File: config.mk
export PLATFORM = sky130hd
export DESIGN_NAME = fir_mac_seq
export DESIGN_NICKNAME = d
export VERILOG_FILES = /design/src/rtl/fir_mac_seq.sv
export SDC_FILE = /design/constraint.sdc
export NUM_CORES = 1
export LEC_CHECK = 0
export BUFFER_PORTS_ARGS = -buffer_cell sky130_fd_sc_hd__buf_2
export CORE_UTILIZATION = 36
export CTS_BUF_LIST = sky130_fd_sc_hd__clkbuf_2 sky130_fd_sc_hd__clkbuf_4 sky130_fd_sc_hd__clkbuf_8
export DETAILED_ROUTE_END_ITERATION = 10
export HOLD_SLACK_MARGIN = 0.03
export PLACE_DENSITY_LB_ADDON = 0.1
export SYNTH_ARGS = -nofsm -noshare
export SYNTH_HDL_FRONTEND = slang
export SYNTH_SLANG_ARGS = --single-unit
File: constraint.sdc
create_clock -name clk -period 2.2 [get_ports clk]
set_input_delay 0.11 -clock clk [delete_from_list [all_inputs] [get_ports clk]]
set_output_delay 0.11 -clock clk [all_outputs]
set_load 0.05 [all_outputs]
File: src/rtl/fir_mac_seq.sv
// Single-MAC FIR decimator sequencer: CLR sweep, sample intake, TAPS-cycle MAC pass, result handoff.
// out_load lands TAPS+MAC_LAT cycles after the group's last sample; intake stalls outside IDLE.
module fir_mac_seq #(
   parameter int TAPS    = 13,
   parameter int DECI    = 2,
   parameter int MAC_LAT = 2,
   localparam int AW     = $clog2(TAPS)
) (
   input  logic          clk,
   input  logic          rst_n,
   input  logic          s_axis_tvalid,
   output logic          s_axis_tready,
   output logic          m_axis_tvalid,
   input  logic          m_axis_tready,
   output logic          wr_en,
   output logic          wr_zero,
   output logic [AW-1:0] wr_addr,
   output logic [AW-1:0] rd_addr,
   output logic [AW-1:0] coef_addr,
   output logic          mac_en,
   output logic          mac_clr,
   output logic          out_load
);
   localparam int DW = (DECI > 1) ? $clog2(DECI) : 1;
   localparam logic [AW-1:0] LAST_TAP  = AW'(TAPS - 1);
   localparam logic [DW-1:0] LAST_DECI = DW'(DECI - 1);
   localparam logic [3:0]    LAST_W    = 4'(MAC_LAT - 1);

   typedef enum logic [1:0] {S_CLR, S_IDLE, S_MAC, S_WAIT} state_t;

   state_t        state_q, state_d;
   logic [AW-1:0] cnt_q, cnt_d;
   logic [AW-1:0] wr_ptr_q, wr_ptr_d;
   logic [AW-1:0] base_q, base_d;
   logic [DW-1:0] deci_q, deci_d;
   logic [3:0]    w_q, w_d;
   logic          tvalid_q, tvalid_d;

   logic          s_rdy, s_en, m_en, load;
   logic          wr_en_c, wr_zero_c, mac_en_c, mac_clr_c;
   logic [AW-1:0] wr_addr_c, rd_addr_c, coef_addr_c;
   logic [AW:0]   rd_wrap;

   always_ff @(posedge clk or negedge rst_n) begin
      if (!rst_n) begin
         state_q  <= S_CLR;
         cnt_q    <= '0;
         wr_ptr_q <= '0;
         base_q   <= '0;
         deci_q   <= '0;
         w_q      <= '0;
         tvalid_q <= 1'b0;
      end else begin
         state_q  <= state_d;
         cnt_q    <= cnt_d;
         wr_ptr_q <= wr_ptr_d;
         base_q   <= base_d;
         deci_q   <= deci_d;
         w_q      <= w_d;
         tvalid_q <= tvalid_d;
      end
   end

   // Tap k reads the sample k steps older than base, wrapping below address 0.
   assign rd_wrap = {1'b0, base_q} + (AW+1)'(TAPS) - {1'b0, cnt_q};

   always_comb begin
      state_d     = state_q;
      cnt_d       = cnt_q;
      wr_ptr_d    = wr_ptr_q;
      base_d      = base_q;
      deci_d      = deci_q;
      w_d         = w_q;
      s_rdy       = 1'b0;
      s_en        = 1'b0;
      load        = 1'b0;
      wr_en_c     = 1'b0;
      wr_zero_c   = 1'b0;
      wr_addr_c   = '0;
      rd_addr_c   = '0;
      coef_addr_c = '0;
      mac_en_c    = 1'b0;
      mac_clr_c   = 1'b0;
      m_en        = tvalid_q & m_axis_tready;
      case (state_q)
         S_CLR: begin
            wr_en_c   = 1'b1;
            wr_zero_c = 1'b1;
            wr_addr_c = cnt_q;
            if (cnt_q == LAST_TAP) begin
               cnt_d   = '0;
               state_d = S_IDLE;
            end else begin
               cnt_d = cnt_q + 1'b1;
            end
         end
         S_IDLE: begin
            s_rdy     = 1'b1;
            s_en      = s_axis_tvalid;
            wr_en_c   = s_en;
            wr_addr_c = wr_ptr_q;
            if (s_en) begin
               wr_ptr_d = (wr_ptr_q == LAST_TAP) ? '0 : wr_ptr_q + 1'b1;
               if (deci_q == LAST_DECI) begin
                  deci_d  = '0;
                  base_d  = wr_ptr_q;
                  cnt_d   = '0;
                  state_d = S_MAC;
               end else begin
                  deci_d = deci_q + 1'b1;
               end
            end
         end
         S_MAC: begin
            mac_en_c    = 1'b1;
            mac_clr_c   = (cnt_q == '0);
            coef_addr_c = cnt_q;
            rd_addr_c   = (cnt_q > base_q) ? rd_wrap[AW-1:0] : base_q - cnt_q;
            if (cnt_q == LAST_TAP) begin
               cnt_d   = '0;
               w_d     = '0;
               state_d = S_WAIT;
            end else begin
               cnt_d = cnt_q + 1'b1;
            end
         end
         S_WAIT: begin
            if (w_q == LAST_W) begin
               // An unconsumed result is never overwritten; a same-cycle consume frees the slot.
               if (!(tvalid_q && !m_axis_tready)) begin
                  load    = 1'b1;
                  state_d = S_IDLE;
               end
            end else begin
               w_d = w_q + 4'd1;
            end
         end
         default: state_d = S_CLR;
      endcase
      tvalid_d = load ? 1'b1 : (m_en ? 1'b0 : tvalid_q);
   end

   assign s_axis_tready = rst_n & s_rdy;
   assign m_axis_tvalid = tvalid_q;
   assign wr_en         = rst_n & wr_en_c;
   assign wr_zero       = rst_n & wr_zero_c;
   assign wr_addr       = rst_n ? wr_addr_c : '0;
   assign rd_addr       = rst_n ? rd_addr_c : '0;
   assign coef_addr     = rst_n ? coef_addr_c : '0;
   assign mac_en        = rst_n & mac_en_c;
   assign mac_clr       = rst_n & mac_clr_c;
   assign out_load      = rst_n & load;

endmodule

## Word level (Yosys, flattened, before mapping)

Cells that the tools add are included.

- Register bits after elaboration: 20
- Bits in writable memories: 0
- Memories: 0
- Bits in read-only memories: 0
- Bits of input ports: 4
- Word-level logic and storage cells: 81
- Bits in latches: 0
- Output and inout port bits: 19

- Divide/modulo/power cells: 0
- Add/subtract/negate cells: 7
- Shifts and indexed selects: 0
- Multiplexer cells: 33
- Reductions and logical operators: 13
- Bitwise logic cells: 7
- Equality and inequality tests: 13
- $mul: 0
- Order comparisons: 1

Operators with widths:

| operator | count |
|---|---|
| 2-to-1 mux 4 bit | 12 |
| one-hot mux 4 bit (2 select lines) | 3 |
| != test 2 bit (second input constant) | 7 |
| adder 4 x 1 -> 4 bit (second input constant) | 3 |
| 2-to-1 mux 2 bit | 6 |
| 2-to-1 mux 1 bit | 10 |
| AND reduction 3 bit | 3 |
| == test 4 bit (second input constant) | 2 |
| one-hot mux 2 bit (4 select lines) | 1 |
| subtractor 4 bit | 2 |
| AND 1 bit | 7 |
| AND reduction 6 bit | 1 |
| nonzero test 2 bit | 3 |
| adder 4 bit (second input constant) | 1 |
| == test 2 bit (second input constant) | 2 |
| == test 4 x 1 -> 1 bit (second input constant) | 1 |
| > comparator 4 bit | 1 |
| logical NOT 4 bit | 1 |
| == test 2 x 1 -> 1 bit (second input constant) | 1 |
| logical NOT 2 bit | 1 |
| one-hot mux 1 bit (2 select lines) | 1 |
| AND reduction 2 bit | 1 |
| OR reduction 2 bit | 1 |
| adder 1 bit (second input constant) | 1 |
| other kinds (2) | 2 |

## Longest topological paths before layout

- Depth after elaboration: 6
- Gate-level depth with buffers: 9
- Depth with buffers taken out: 9

## Worst setup path before layout

No wires, ideal clock.

- Kind: register to output
- Start: register cnt_q[0]
- End: output rd_addr[1]
- Stages on the path, launching flop included: 7
- Path buffers: 0
- Data required time: 2.090 ns
- Data arrival time: 2.692 ns
- Path slack: -0.602 ns
- Cell sequence: dfrtp_1 -> ha_1 -> fa_1 -> nand2b_1 -> a21oi_2 -> nor2_1 -> a211oi_1

- Cells in the longest elaborated chain, start to end: 4
- Elaborated cells on any way between the ends: 6
- Classes of those cells: 2 x add/sub; 1 x order compare; 3 x mux

RTL lines:

| element | RTL line | source |
|---|---|---|
| from (decl) | 32 | `logic [AW-1:0] cnt_q, cnt_d;` |
| from (signal assigned) | 55 | `cnt_q <= cnt_d;` |
| subtractor 4 bit, or another cell as far along | 118 | `rd_addr_c = (cnt_q > base_q) ? rd_wrap[AW-1:0] : base_q - cnt_q;` |
| 2-to-1 mux 4 bit * | 118 |  |
| 2-to-1 mux 4 bit * | 85 | `case (state_q)` |
| 2-to-1 mux 4 bit * | 148 | `assign rd_addr = rst_n ? rd_addr_c : '0;` |
| to (decl) | 18 | `output logic [AW-1:0] rd_addr,` |

Every way passes the cells marked *; elsewhere a longest branch is shown, timed or not.

## Worst setup path in the final report

- Start: register base_q[0]
- End: output rd_addr[3]

- Cells in the longest elaborated chain, start to end: 5
- Elaborated cells on any way between the ends: 7
- Classes of those cells: 3 x add/sub; 1 x order compare; 3 x mux

RTL lines:

| element | RTL line | source |
|---|---|---|
| from (decl) | 34 | `logic [AW-1:0] base_q, base_d;` |
| from (signal assigned) | 57 | `base_q <= base_d;` |
| adder 4 bit | 65 | `assign rd_wrap = {1'b0, base_q} + (AW+1)'(TAPS) - {1'b0, cnt_q};` |
| subtractor 4 bit | 65 |  |
| 2-to-1 mux 4 bit * | 118 |  |
| 2-to-1 mux 4 bit * | 85 |  |
| 2-to-1 mux 4 bit * | 148 |  |

Marks and branches as above.

==> flow_metrics.py <==
metrics = {
    "setup_path": {
        "ff2ff_setup_slack_ns": 0.39,
        "cp.arrival_ns": 2.33,
        "timing.rr.start": "state_q[0]",
        "crit_required_ns": 2.09,
        "cp_max_fo": 3,
        "critPathCaptureType": "output pin",
        "cp-start-kind": "flop",
        "rr_worst_depth": 5,
        "critPathKind": "flop to output pin",
        "timing.rr.end": "state_q[1]",
    },
    "min_path": {
        "holdPathStages": 3,
        "holdPathEnd": "m_axis_tvalid",
        "hp-class": "primary input to flop",
        "hold_start": "m_axis_tready",
    },
    "cts": {
        "clk_latency_ns": 0.26,
        "tritoncts": "built",
        "cts_root_buf": "clkbuf_8",
        "clk_pin_slew_ns": 0.08,
        "htree_levels": 1,
        "cts_buffers": 3,
        "cts_buffer_depth": 2,
        "cts.sinks": 20,
    },
    "pwr": {
        "pwr-share-clk_pct": 8.1,
        "power_frac_comb_pct": 73.0,
        "seq_power_share_pct": 19.0,
        "p_switching_mw": 1.681,
        "max-vdd-ir-drop_mv": 0.6913,
        "cellPowerDensity_mw_per_mm2": 1793,
        "p_int_mw": 1.952,
        "swShare_pct": 46.27,
        "p_leak_nw": 0.9556,
    },
    "synth": {
        "synth_top_area_cell": "dfrtp_1",
        "yosysUniqueCellTypes": 43,
        "ys_ff_latch": 20,
        "syn-cell-area_mm2": 0.001504,
        "synth_area_leaders": "dfrtp_1 (33%), ha_1 (15%), o21ai_0 (4.0%), inv_1 (3.7%), nand2_1 (3.7%)",
        "yosysSeqAreaShare_pct": 33.28,
        "synthCells": 164,
        "avgSynthCellArea_um2": 9.170,
        "yosysWarnings": 0,
        "synthDominantCellAreaShare_pct": 33.28,
        "synth-async-reset-ratio_pct": 100.0,
        "synth_edf_count": 0,
        "synthFlopType": "dfrtp_1",
        "synth_nets": 188,
    },
    "drt": {
        "avgViaCountPerCell": 5.271,
        "vias": 1344,
        "drt_first_iter_violations": 63,
        "antenna_left": 0,
        "wl_per_cell_um": 13.63,
        "wl_um": 3475,
        "drc": 0,
        "drt-pass1-iter-count": 4,
    },
    "floorplanning": {
        "coreArea_mm2": 0.004000,
        "std_cell_rows": 23,
        "fp.dieW_um": 66.64,
        "start_util_pct": 37.60,
        "die-area_mm2": 0.004440,
        "die_y_um": 66.64,
        "io_pins": 23,
    },
    "finish": {
        "area_growth_pct": 34.78,
        "nFillCells": 384,
        "final_common_cell": "dfrtp_1",
        "post-route-util_pct": 50.67,
        "fin_nets": 230,
        "layout-drive-gt1-share_pct": 36.59,
        "insertedDiodeCount": 0,
        "stdcell_area_mm2": 0.002027,
        "final_cell_mix": "dfrtp_1 (19), buf_2 (17), buf_4 (16)",
    },
    "timing": {
        "worst_slew_pin_slew_ns": 0.3721,
        "rsz0062_at_grt": "true",
        "post-route-period-util_pct": 111.1,
        "finalHoldViolations": 0,
        "whs_ns": 0.1472,
        "fin_ws_ns": -0.2446,
        "slew_viol_final": 0,
        "fin_crit_ns": 2.445,
        "finalSetupViolCount": 4,
        "fmax_mhz": 409.1,
        "slew_headroom_pct": 74.97,
        "finClkSkew_ns": 0.006225,
    },
    "placement": {
        "place_area_mm2": 0.001864,
        "dp_hpwl_um": 2732,
        "place_congestion": 0.8221,
        "portBuffers": 22,
    },
    "global_route": {
        "grt_pass1_wl_um": 5761,
        "antenna_found_initial": 0,
        "grt_overflow": 0,
        "track_usage_pct": 17.24,
        "first_global_vias": 1256,
        "grt_max_degree": 14,
    },
    "run": {
        "drv_cap": 0,
    },
    "run_status": {
        "status": "finished with violations",
        "violations": "setup timing",
    },
}
-- how the worst max path moves through the flow --
stage / from / end / cells past startpoint
floorplan: cnt_q[0] / rd_addr[1] / 6
finish: base_q[0] / rd_addr[3] / 8
global placement: cnt_q[1] / rd_addr[3] / 10
CTS: cnt_q[1] / rd_addr[3] / 10
global route: base_q[0] / rd_addr[3] / 8
detailed placement: cnt_q[1] / rd_addr[3] / 10
-- cell type report --
type / instances / area [um^2] / share of cell area (%)
clock buffer: 4 / 55.05 / 2.716
timing repair buffer: 42 / 305.3 / 15.06
inverter: 15 / 56.30 / 2.778
sequential: 20 / 501.7 / 24.75
multi-input combinational: 124 / 1046 / 51.60
tap: 50 / 62.56 / 3.086
-- cells by family after synthesis --
logic type	count (synthesis)	synth area share [%]
compound gates	35	15.48
xor+xnor	4	2.330
mux	8	5.906
simple gates	57	20.22
buf+inv	20	5.157
fa+ha+maj	20	17.64
flops	20	33.28
-- power groups by stage --
stage               Sequential [mW]  Combinational [mW]  Clock [mW]
finish                        0.689                2.65       0.293
global route                  0.720                2.89       0.312
CTS                           0.688                2.54       0.293
detailed placement            0.695                2.39           0
global placement              0.682                2.34           0
floorplan                     0.719                1.75           0
-- through the flow --
step	setup TNS (ns)	cells	power, mW	setup slack (ns)
global placement	-0.01182	245	3.021	-0.01182
finish	-0.5346	255	3.634	-0.2446
detailed placement	-0.04885	245	3.086	-0.04885
CTS	-0.4197	251	3.526	-0.2541
global route	-0.8437	255	3.918	-0.3277
floorplan	-0.03054	164	2.473	-0.02080
-- layer usage --
layer | up-vias | GRT usage [%] | part of all wire [%]
li1 | 649 | - | -
met1 | 661 | 21.84 | 48
met2 | 32 | 30.05 | 48
met3 | 2 | 1.712 | 4.1
met4 | 0 | 6.117 | 0.55
met5 | - | 0 | 0
-- critical path: stages, from the launching register on --
cell and delay [ns]:
dfrtp_1 0.38, inv_1 0.05, ha_2 0.19, fa_2 0.35, nand2b_4 0.16, a21oi_4 0.22, mux2i_4 0.30, mux2i_4 0.25
buf_6 0.17
-- what timing repair did --
action                                  CTS  global route
endpoints found under the setup margin    4             5
hold endpoints to repair                  9             0
setup buffers                             1             4
resized for setup                        10             7
pin swaps                                 2             2
hold buffers                              1             0
-- registers in the layout (all words and copies together) (netlist names) --
| name | count |
|---|---|
| deci_q | 1 |
| m_axis_tvalid | 1 |
| base_q | 4 |
| cnt_q | 4 |
| state_q | 2 |
| wr_ptr_q | 4 |
| w_q | 4 |
-- cells in the mapped netlist (2+ instances only) --
| library cell | instances |
|---|---|
| dfrtp_1 | 20 |
| ha_1 | 18 |
| inv_1 | 15 |
| nand2_1 | 15 |
| nor2_1 | 12 |
| o21ai_0 | 12 |
| nand3_1 | 6 |
| a21oi_1 | 5 |
| a22o_1 | 5 |
| mux2i_1 | 4 |
| and2_1 | 3 |
| and3_1 | 3 |
| clkbuf_1 | 3 |
| mux2_2 | 3 |
| nand2b_1 | 3 |
| nand3b_1 | 3 |
| nor2b_1 | 3 |
| nor3_1 | 3 |
| xnor2_1 | 3 |
| fa_1 | 2 |
No activity file was read; power rests on OpenSTA's default activity.
